<file path="config.mk">
export PLATFORM = sky130hd
export DESIGN_NAME = regfile_sequencer
export DESIGN_NICKNAME = d
export VERILOG_FILES = /design/src/rtl/regfile_sequencer.sv
export SDC_FILE = /design/constraint.sdc
export NUM_CORES = 1
export LEC_CHECK = 0
export CORE_MARGIN = 2
export CORE_UTILIZATION = 45
export CTS_BUF_LIST = sky130_fd_sc_hd__clkbuf_4 sky130_fd_sc_hd__clkbuf_8
export CTS_CLUSTER_SIZE = 30
export DETAILED_ROUTE_END_ITERATION = 12
export PLACE_DENSITY = 0.67
export REMOVE_ABC_BUFFERS = 1
export SLEW_MARGIN = 20
export SYNTH_ARGS = -nofsm -noshare
export SYNTH_HDL_FRONTEND = slang
export SYNTH_SLANG_ARGS = --single-unit
</file>
<file path="constraint.sdc">
create_clock -name clock -period 12.4 [get_ports clock]
set_clock_uncertainty 0.1 [all_clocks]
set_input_delay 3.72 -clock clock [delete_from_list [all_inputs] [get_ports clock]]
set_output_delay 3.72 -clock clock [all_outputs]
set_load 0.03 [all_outputs]
</file>
<file path="src/rtl/regfile_sequencer.sv">
// Multi-cycle register-to-register command sequencer: reads two operands,
// runs a small ALU op and writes the result back through the single write port.
module regfile_sequencer #(
    parameter int DATA_W = 20,
    parameter int ADDR_W = 4,
    parameter int IMM_W  = 8,
    parameter int CNT_W  = 16
) (
    input  logic              clock,
    input  logic              reset,
    input  logic              cmd_valid,
    output logic              cmd_ready,
    input  logic [2:0]        cmd_op,
    input  logic [ADDR_W-1:0] cmd_dst,
    input  logic [ADDR_W-1:0] cmd_src1,
    input  logic [ADDR_W-1:0] cmd_src2,
    input  logic [IMM_W-1:0]  cmd_imm,
    output logic [ADDR_W-1:0] rf_src1_addr,
    input  logic [DATA_W-1:0] rf_src1_data,
    output logic [ADDR_W-1:0] rf_src2_addr,
    input  logic [DATA_W-1:0] rf_src2_data,
    output logic              rf_we,
    output logic [ADDR_W-1:0] rf_dst_addr,
    output logic [DATA_W-1:0] rf_wdata,
    output logic              done,
    output logic [DATA_W-1:0] result,
    output logic              carry,
    output logic              zero,
    output logic [CNT_W-1:0]  op_count
);

    localparam logic [2:0] OP_ADD  = 3'b000;
    localparam logic [2:0] OP_SUB  = 3'b001;
    localparam logic [2:0] OP_AND  = 3'b010;
    localparam logic [2:0] OP_OR   = 3'b011;
    localparam logic [2:0] OP_XOR  = 3'b100;
    localparam logic [2:0] OP_MOV  = 3'b101;
    localparam logic [2:0] OP_LDI  = 3'b110;
    localparam logic [2:0] OP_SWAP = 3'b111;

    typedef enum logic [2:0] {
        S_IDLE   = 3'd0,
        S_READ   = 3'd1,
        S_EXEC   = 3'd2,
        S_WRITE  = 3'd3,
        S_WRITE2 = 3'd4
    } state_t;

    state_t            state, state_nxt;
    logic [2:0]        op_q;
    logic [ADDR_W-1:0] dst_q, src1_q, src2_q;
    logic [IMM_W-1:0]  imm_q;
    logic [DATA_W-1:0] a_q, b_q, result_q;
    logic              carry_q, zero_q;
    logic [CNT_W-1:0]  cnt_q;
    logic [DATA_W:0]   alu_out;
    logic              is_swap;

    // Returns {carry, result}; the top bit is the carry-out for ADD, the
    // borrow for SUB, and the incoming carry for ops that leave it untouched.
    function automatic logic [DATA_W:0] alu(
        input logic [2:0]        op,
        input logic [DATA_W-1:0] a,
        input logic [DATA_W-1:0] b,
        input logic [IMM_W-1:0]  imm,
        input logic              cin
    );
        logic [DATA_W:0] r;
        case (op)
            OP_ADD:  r = {1'b0, a} + {1'b0, b};
            OP_SUB:  r = {1'b0, a} - {1'b0, b};
            OP_AND:  r = {cin, a & b};
            OP_OR:   r = {cin, a | b};
            OP_XOR:  r = {cin, a ^ b};
            OP_MOV:  r = {cin, a};
            OP_LDI:  r = {cin, {(DATA_W-IMM_W){1'b0}}, imm};
            default: r = {cin, a};
        endcase
        return r;
    endfunction

    assign is_swap = (op_q == OP_SWAP);
    assign alu_out = alu(op_q, a_q, b_q, imm_q, carry_q);

    // Source fields only change on accept, which always enters READ, so the
    // latched fields already hold the last READ addresses outside of READ.
    assign rf_src1_addr = src1_q;
    assign rf_src2_addr = src2_q;

    assign result   = result_q;
    assign carry    = carry_q;
    assign zero     = zero_q;
    assign op_count = cnt_q;

    always_comb begin
        state_nxt   = state;
        cmd_ready   = 1'b0;
        rf_we       = 1'b0;
        rf_dst_addr = dst_q;
        rf_wdata    = result_q;
        done        = 1'b0;
        case (state)
            S_IDLE: begin
                cmd_ready = 1'b1;
                if (cmd_valid) state_nxt = S_READ;
            end
            S_READ:  state_nxt = S_EXEC;
            S_EXEC:  state_nxt = S_WRITE;
            S_WRITE: begin
                rf_we = 1'b1;
                if (is_swap) begin
                    rf_dst_addr = src1_q;
                    rf_wdata    = b_q;
                    state_nxt   = S_WRITE2;
                end else begin
                    done      = 1'b1;
                    state_nxt = S_IDLE;
                end
            end
            S_WRITE2: begin
                rf_we       = 1'b1;
                rf_dst_addr = src2_q;
                rf_wdata    = a_q;
                done        = 1'b1;
                state_nxt   = S_IDLE;
            end
            default: state_nxt = S_IDLE;
        endcase
        // Reset overrides everything so no write can slip out while it is high.
        if (reset) begin
            cmd_ready = 1'b0;
            rf_we     = 1'b0;
            done      = 1'b0;
            state_nxt = S_IDLE;
        end
    end

    always_ff @(posedge clock) begin
        if (reset) begin
            state    <= S_IDLE;
            op_q     <= '0;
            dst_q    <= '0;
            src1_q   <= '0;
            src2_q   <= '0;
            imm_q    <= '0;
            a_q      <= '0;
            b_q      <= '0;
            result_q <= '0;
            carry_q  <= 1'b0;
            zero_q   <= 1'b0;
            cnt_q    <= '0;
        end else begin
            state <= state_nxt;
            if (state == S_IDLE && cmd_valid) begin
                op_q   <= cmd_op;
                dst_q  <= cmd_dst;
                src1_q <= cmd_src1;
                src2_q <= cmd_src2;
                imm_q  <= cmd_imm;
            end
            if (state == S_READ) begin
                a_q <= rf_src1_data;
                b_q <= rf_src2_data;
            end
            if (state == S_EXEC && !is_swap) begin
                result_q <= alu_out[DATA_W-1:0];
                zero_q   <= (alu_out[DATA_W-1:0] == '0);
                if (op_q == OP_ADD || op_q == OP_SUB) carry_q <= alu_out[DATA_W];
            end
            if (done) cnt_q <= cnt_q + 1'b1;
        end
    end

endmodule

</file>
==> summary.md, run 1 <==
| Metric | Value |
|---|---|
| Outcome | finished clean |
| Finished Cell Area | approximately 9000 sq um |
| Cell chain of the critical path | buf_4 > buf_4 > nor4_1 > clkdlybuf4s50_1 |
| Crit end category | primary output |
| Syn avg cell area | approximately 7.5 sq um |
| Vias | about 7300 |
| Number of nets in the layout | about 1200 |
| Die area | approximately 17000 sq um |
| CTS tree | done |
| Placement Rows | 46 |
| Post-Synth Adder-Cell Area | 0.1093 |
| Number of clock sinks | around 100 |
| Routed Antenna Nets | 0 |
| Max_cap viols | 0 |
| Actual slew at the worst max-slew pin | approximately 1.1 ns |
| Register bit count reported by yosys | between 100 and 150 |
| GPL Wtd Cong | 0.9093 |
| Hold Path Stages | 2 |
| Total negative slack | 0 ns |
| Core area | 15830 sq um |
| Synthesized area | 7283 sq um |
| Post-CTS Setup Bufs | 0 |
| CP Data Arrival Time | around 5.5 ns |
| Yosys top cell area share | 0.2859 |
| Buf/Inv on CP | 3 |
| Dominant synthesized flop cell | dfxtp_1 |
| Most used standard cell by instance count after synthesis | nand2_1 |
| WS Path Type | in2out |
| Top Ports | around 140 |
| Ys async rst share | 0 |
| # setup viols final | 0 |
| DRC | 0 |
| Pwr Total | about 1.1 mW |
| CTS Root Buffer Type | clkbuf_8 |
| Htree depth | 3 |
| Most frequent cells after synthesis | nand2_1 (187), dfxtp_1 (104), a21oi_1 (95) |
| Ranking of synthesized cells by area | dfxtp_1 (29%), ha_1 (11%), nand2_1 (9.6%), a21oi_1 (6.5%), nor2_1 (4.1%) |
| Startpoint types | primary input |
| CP dominant cell by count | buf_4 |
| PostCTS Resize Cnt | 0 |
| RSZ-0062 raised after global routing | no |
| Dominant cell type by area after synthesis | dfxtp_1 |
| Largest net degree at the start of global routing | 57 |
| CTS Hold Bufs | 0 |
| Post-Synth XOR/XNOR Area | 0.04449 |
| Initial antenna violation count | 0 |
| Clk slew on worst S/H paths | approximately 0.090 ns |
| Fin crit period | around 9.3 ns |
| Cell depth of the worst setup path | 4 |
| First-pass GRT wire length | between 30 and 40 mm |
| WL final | 21.92 mm |
| PortBufs | 138 |
| Compound-cell area share of the yosys netlist | 0.2324 |
| Total gr overflow | 0 |
| Die X | between 100 and 150 um |
| Reg2reg path depth | 15 |
| Vias/cell | around 5.6 |
| Hold WS | 0.3610 ns |
| Initial drt markers | around 440 |
| VDD IR max | 0.00005803 V |
| Number of buffers created by CTS | 9 |
| DP HPWL | 15.06 mm |
| Max_slew headroom | 0.2686 |
| Cells after Synth | roughly 970 |
| Instance area after placement | about 9000 sq um |
| Clock Tree Buf Depth | 2 |
| First-pass DRT Iterations | 5 |
| Die Ht | between 100 and 150 um |
| ANT cells | 0 |
| CP required | around 8.6 ns |
| Ratio of final minimum period to clock period | 0.7496 |
| Post-synthesis mux area share | 0.01890 |
| Synth cell types | 80 |
| Post-synth EDFFs | 0 |
| Register area share after synthesis | 0.2859 |
| Final max-slew violation count | 0 |
| Final Hold Violating Endpoints | 0 |
| Delay-heaviest family, CP | buffers and inverters |
| P per Cell Area | about 120 nW/um^2 |
| Starting density of the core | 0.4602 |
| Tot GR Track Use | 0.2502 |
| Fraction of layout cells with a size suffix above 1 | 0.05273 |
| CP max stage cell | clkdlybuf4s50_1 |
| Post-synthesis simple-gate area fraction | 0.2424 |
| Largest family of logic cells by synthesized area | simple AND/OR/NAND/NOR gates |
| Final Util | 0.5665 |
| Routed WL per cell | 16.90 um |
| Fmax | approximately 110 MHz |
| YS warnings | 0 |
| Lkg Pwr | approximately 3.4 nW |
| Clk Latency, worst-skew pair | around 0.40 ns |
| Syn-to-layout area delta | 23.11% |
| Slowest Stage Delay on Critical Path | 0.61 ns |
| R2r setup slk | 6.96 ns |
| Vias in the first global route | slightly below 7000 |
| CP max FO | between 50 and 60 |
| Hold Path Class | reg2reg |
[layer usage]
metal  wire, um  part of all wire  global-route usage
met1      10140              0.46              0.3287
met2       9659              0.44              0.4026
met3       1739             0.079             0.06867
met4        383             0.017             0.07246
met5          0                 0                   0
[final timing paths]
check,from,to
worst max-delay path,reset,cmd_ready
worst min-delay path,imm_q[2],imm_q[2]
worst max register to register,op_q[2],zero
worst min register to register,imm_q[2],imm_q[2]
[cell families (layout without fill, tap and decap cells)]
family	Yosys count	after routing
compound gates	251	251
flops	104	104
fa+ha+maj	63	63
mux	13	13
buf+inv	115	222
xor+xnor	37	37
simple gates	391	391
[worst reg2reg max path, cell delays in order (launching register included)]
cell       delay [ns]
dfxtp_1          0.32
buf_4            0.27
nor2_2           0.79
nand2_1          0.56
nand2_1          0.18
o21ai_0          0.16
fa_1             0.47
nand2b_1         0.19
a21oi_1          0.35
a211oi_2         0.20
a211oi_1         0.59
nor4_1           0.11
nand3b_1         0.20
a2111oi_0        0.57
nand4_1          0.19
o21ai_1          0.14
[final cells by class]
type / instances / area, sq um
Clock buffer: 11 / 145.1
Clock inverter: 4 / 52.55
Fill cell: 1528 / 6862
Inverter: 57 / 214.0
Multi-Input combinational cell: 755 / 4733
Sequential cell: 104 / 2082
Tap cell: 216 / 270.3
Timing Repair Buffer: 150 / 1469
[where the power goes]
part	total [mW]	internal [mW]	switching, mW
sequential	0.382	0.356	0.0255
clock	0.225	0.101	0.124
combinational	0.468	0.197	0.271
total	1.07	0.654	0.420
[sequential cells by signal, summed over array words and instances, names as in the netlist]
register	count
rf_src2_addr	4
carry	1
op_q	3
a_q	20
result	20
op_count	16
state	3
imm_q	8
zero	1
b_q	20
dst_q	4
rf_src1_addr	4
[cells in the final DEF (no fill, tap or decap), types with 7 or more instances in the layout]
cell             instances
clkdlybuf4s50_1        137
a211oi_1                 9
inv_1                   56
a221o_1                 21
nand2b_1                 8
a22oi_1                 14
a31oi_1                  7
nor4_1                   8
dfxtp_1                104
nand4_1                  7
nor3_1                  40
xnor2_1                 24
nor2_1                  77
ha_1                    62
nand2_1                187
a21oi_1                 95
clkbuf_8                10
o21ai_0                 33
buf_4                   13
xor2_1                  13
o211ai_1                 8
mux2i_1                  7
nand3_1                 19
a21o_1                   9
[through the flow]
step	setup WS, ns	cells
2_1_floorplan	3.959	916
3_3_place_gp	3.078	1282
3_5_place_dp	3.101	1282
4_1_cts	3.088	1297
5_1_grt	2.955	1297
6_report	3.105	1297
(Power assumes the default switching activity.)
==> run 2, diff against run 1 <==
clock period = 9.67 ns   (was 12.4 ns; I/O delays follow)
==> run 2 against run 1 <==
Global-route usage shrank 0.23 points. First-iteration DRC count down 20%. Sequential share of layout area hardly changed. Core utilization barely moved. Total power rose by 27%. Register-to-register slack worse by 1.9 ns. Combinational power is 28% higher. Non-clock buffer count grew 2. Critical endpoint is now done. Highest routed layer unchanged.
==> summary.md, run 2 (synthesis gave the netlist of run 1 again) <==
| Metric | Value |
|---|---|
| Outcome | finished clean |
| Routed Antenna Nets | 0 |
| GPL Wtd Cong | 0.9038 |
| WS Path Type | in2out |
| Final Util | 0.5666 |
| Largest net degree at the start of global routing | 63 |
| PostCTS Resize Cnt | 0 |
| CP required | between 6 and 7 ns |
| Layout Cells excl Fill | 1300 |
| Initial antenna violation count | 0 |
| Slowest Stage Delay on Critical Path | 0.63 ns |
| CTS Hold Bufs | 0 |
| Ratio of final minimum period to clock period | 0.7453 |
| CTS tree | done |
| Instance area after placement | around 8800 sq um |
| Initial drt markers | 347 |
| ANT cells | 0 |
| Pre-CTS setup slack | between 2 and 2.5 ns |
| Pwr Total | 1.364 mW |
| Die X | approximately 130 um |
| DP HPWL | about 15 mm |
| Final max-slew violation count | 0 |
| Core area | about 16000 sq um |
| Vias in the first global route | just under 7000 |
| Register area | approximately 2100 sq um |
| Final worst setup slack | 2.463 ns |
| Footprint of the multi-input gates | between 4000 and 5000 sq um |
| Number of nets in the layout | roughly 1200 |
| # setup viols final | 0 |
| CP Data Arrival Time | 4.21 ns |
| First-pass DRT Iterations | 5 |
| Tot GR Track Use | 0.2479 |
| First-pass GRT wire length | between 30 and 40 mm |
| Vias | 7315 |
| Clock Tree Buf Depth | 2 |
| Dpl cells | ~1300 |
| Finished Cell Area | 8967 sq um |
| Hold Path Stages | 2 |
| Final Hold Violating Endpoints | 0 |
| Syn-to-layout area delta | 23.12% |
| Clk Latency, worst-skew pair | 0.40 ns |
| PortBufs | 138 |
| Number of clock sinks | between 100 and 150 |
| Starting density of the core | 0.4602 |
| Crit end category | primary output |
| Htree depth | 3 |
| P per Cell Area | 152.1 nW/um^2 |
| Most frequent cells in the layout | nand2_1 (187), clkdlybuf4s50_1 (137), dfxtp_1 (104) |
| Lkg Pwr | approximately 3.4 nW |
| Hold Path Class | reg2reg |
| Max_cap viols | 0 |
| Actual slew at the worst max-slew pin | slightly above 1 ns |
| CTS Root Buffer Type | clkbuf_8 |
| CP max FO | slightly above 60 |
| Total negative slack | 0 ns |
| Gr busiest metal | met2 |
| Fin crit period | between 7 and 8 ns |
| Post-CTS Setup Bufs | 0 |
| Routed WL per cell | approximately 17 um |
| Fmax | 138.8 MHz |
| Placement Rows | 46 |
| Max_slew headroom | 0.3130 |
| Fraction of layout cells with a size suffix above 1 | 0.05443 |
| CP max stage cell | clkdlybuf4s50_1 |
| Die area | ~17000 sq um |
| RSZ-0062 raised after global routing | no |
| WL final | 21.59 mm |
| Total gr overflow | 0 |
| Startpoint types | primary input |
| Met1 Track Usage GR | 0.3307 |
| VDD IR max | slightly below 0.00008 V |
| GR Layer Usage met3 | 0.04900 |
| Die Ht | about 130 um |
| Met2 Use GR | 0.4123 |
| Clk slew on worst S/H paths | between 0.1 and 0.15 ns |
| Top Ports | 139 |
| DRC | 0 |
| Most common cell after layout, fill and taps aside | nand2_1 |
| Vias/cell | about 5.6 |
| Hold WS | approximately 0.36 ns |
| Cell chain of the critical path | buf_4 > nor2_1 > clkdlybuf4s50_1 |
| Number of buffers created by CTS | 9 |
| Reg2reg path depth | 14 |
| Fill cell count | 1547 |
run 2: changes by cell type in the layout (fill, tap and decap cells not counted):
cell,previous run,this run
clkbuf_8,10,9
inv_8,0,2
clkbuf_4,1,0
nor2_2,2,1
nor2_1,77,78
buf_4,13,15
clkinv_4,1,3
bufinv_16,1,0
run 2: cell type report:
cell class | instances | area share
Clock buffer | 9 | 0.01381
Clock inverter | 7 | 0.006976
Inverter | 57 | 0.02386
Multi-Input combinational cell | 755 | 0.5276
Sequential cell | 104 | 0.2322
Tap cell | 216 | 0.03014
Timing Repair Buffer | 152 | 0.1655
run 2: final timing paths:
check	start	endpoint	slack, ns
max	reset	done	2.46
min	imm_q[5]	imm_q[5]	0.36
max reg2reg	b_q[2]	zero	5.02
min reg2reg	imm_q[5]	imm_q[5]	0.36
run 2: critical path: cells and delay by family:
family	cells	cell delay, ns
buffers and inverters	2	1.11
AND/OR/NAND/NOR	1	0.16
run 2: routing by layer:
| metal | vias up | part of all wire |
|---|---|---|
| met3 | 25 | 0.068 |
| met2 | 207 | 0.45 |
| met1 | 3451 | 0.47 |
| met5 | - | 0 |
| li1 | 3632 | - |
| met4 | 0 | 0.013 |
run 2: power breakdown:
part | total [mW] | switching [mW] | internal (mW)
registers | 0.489 | 0.0328 | 0.457
clock network | 0.275 | 0.175 | 0.0993
logic | 0.600 | 0.346 | 0.254
total | 1.36 | 0.554 | 0.810
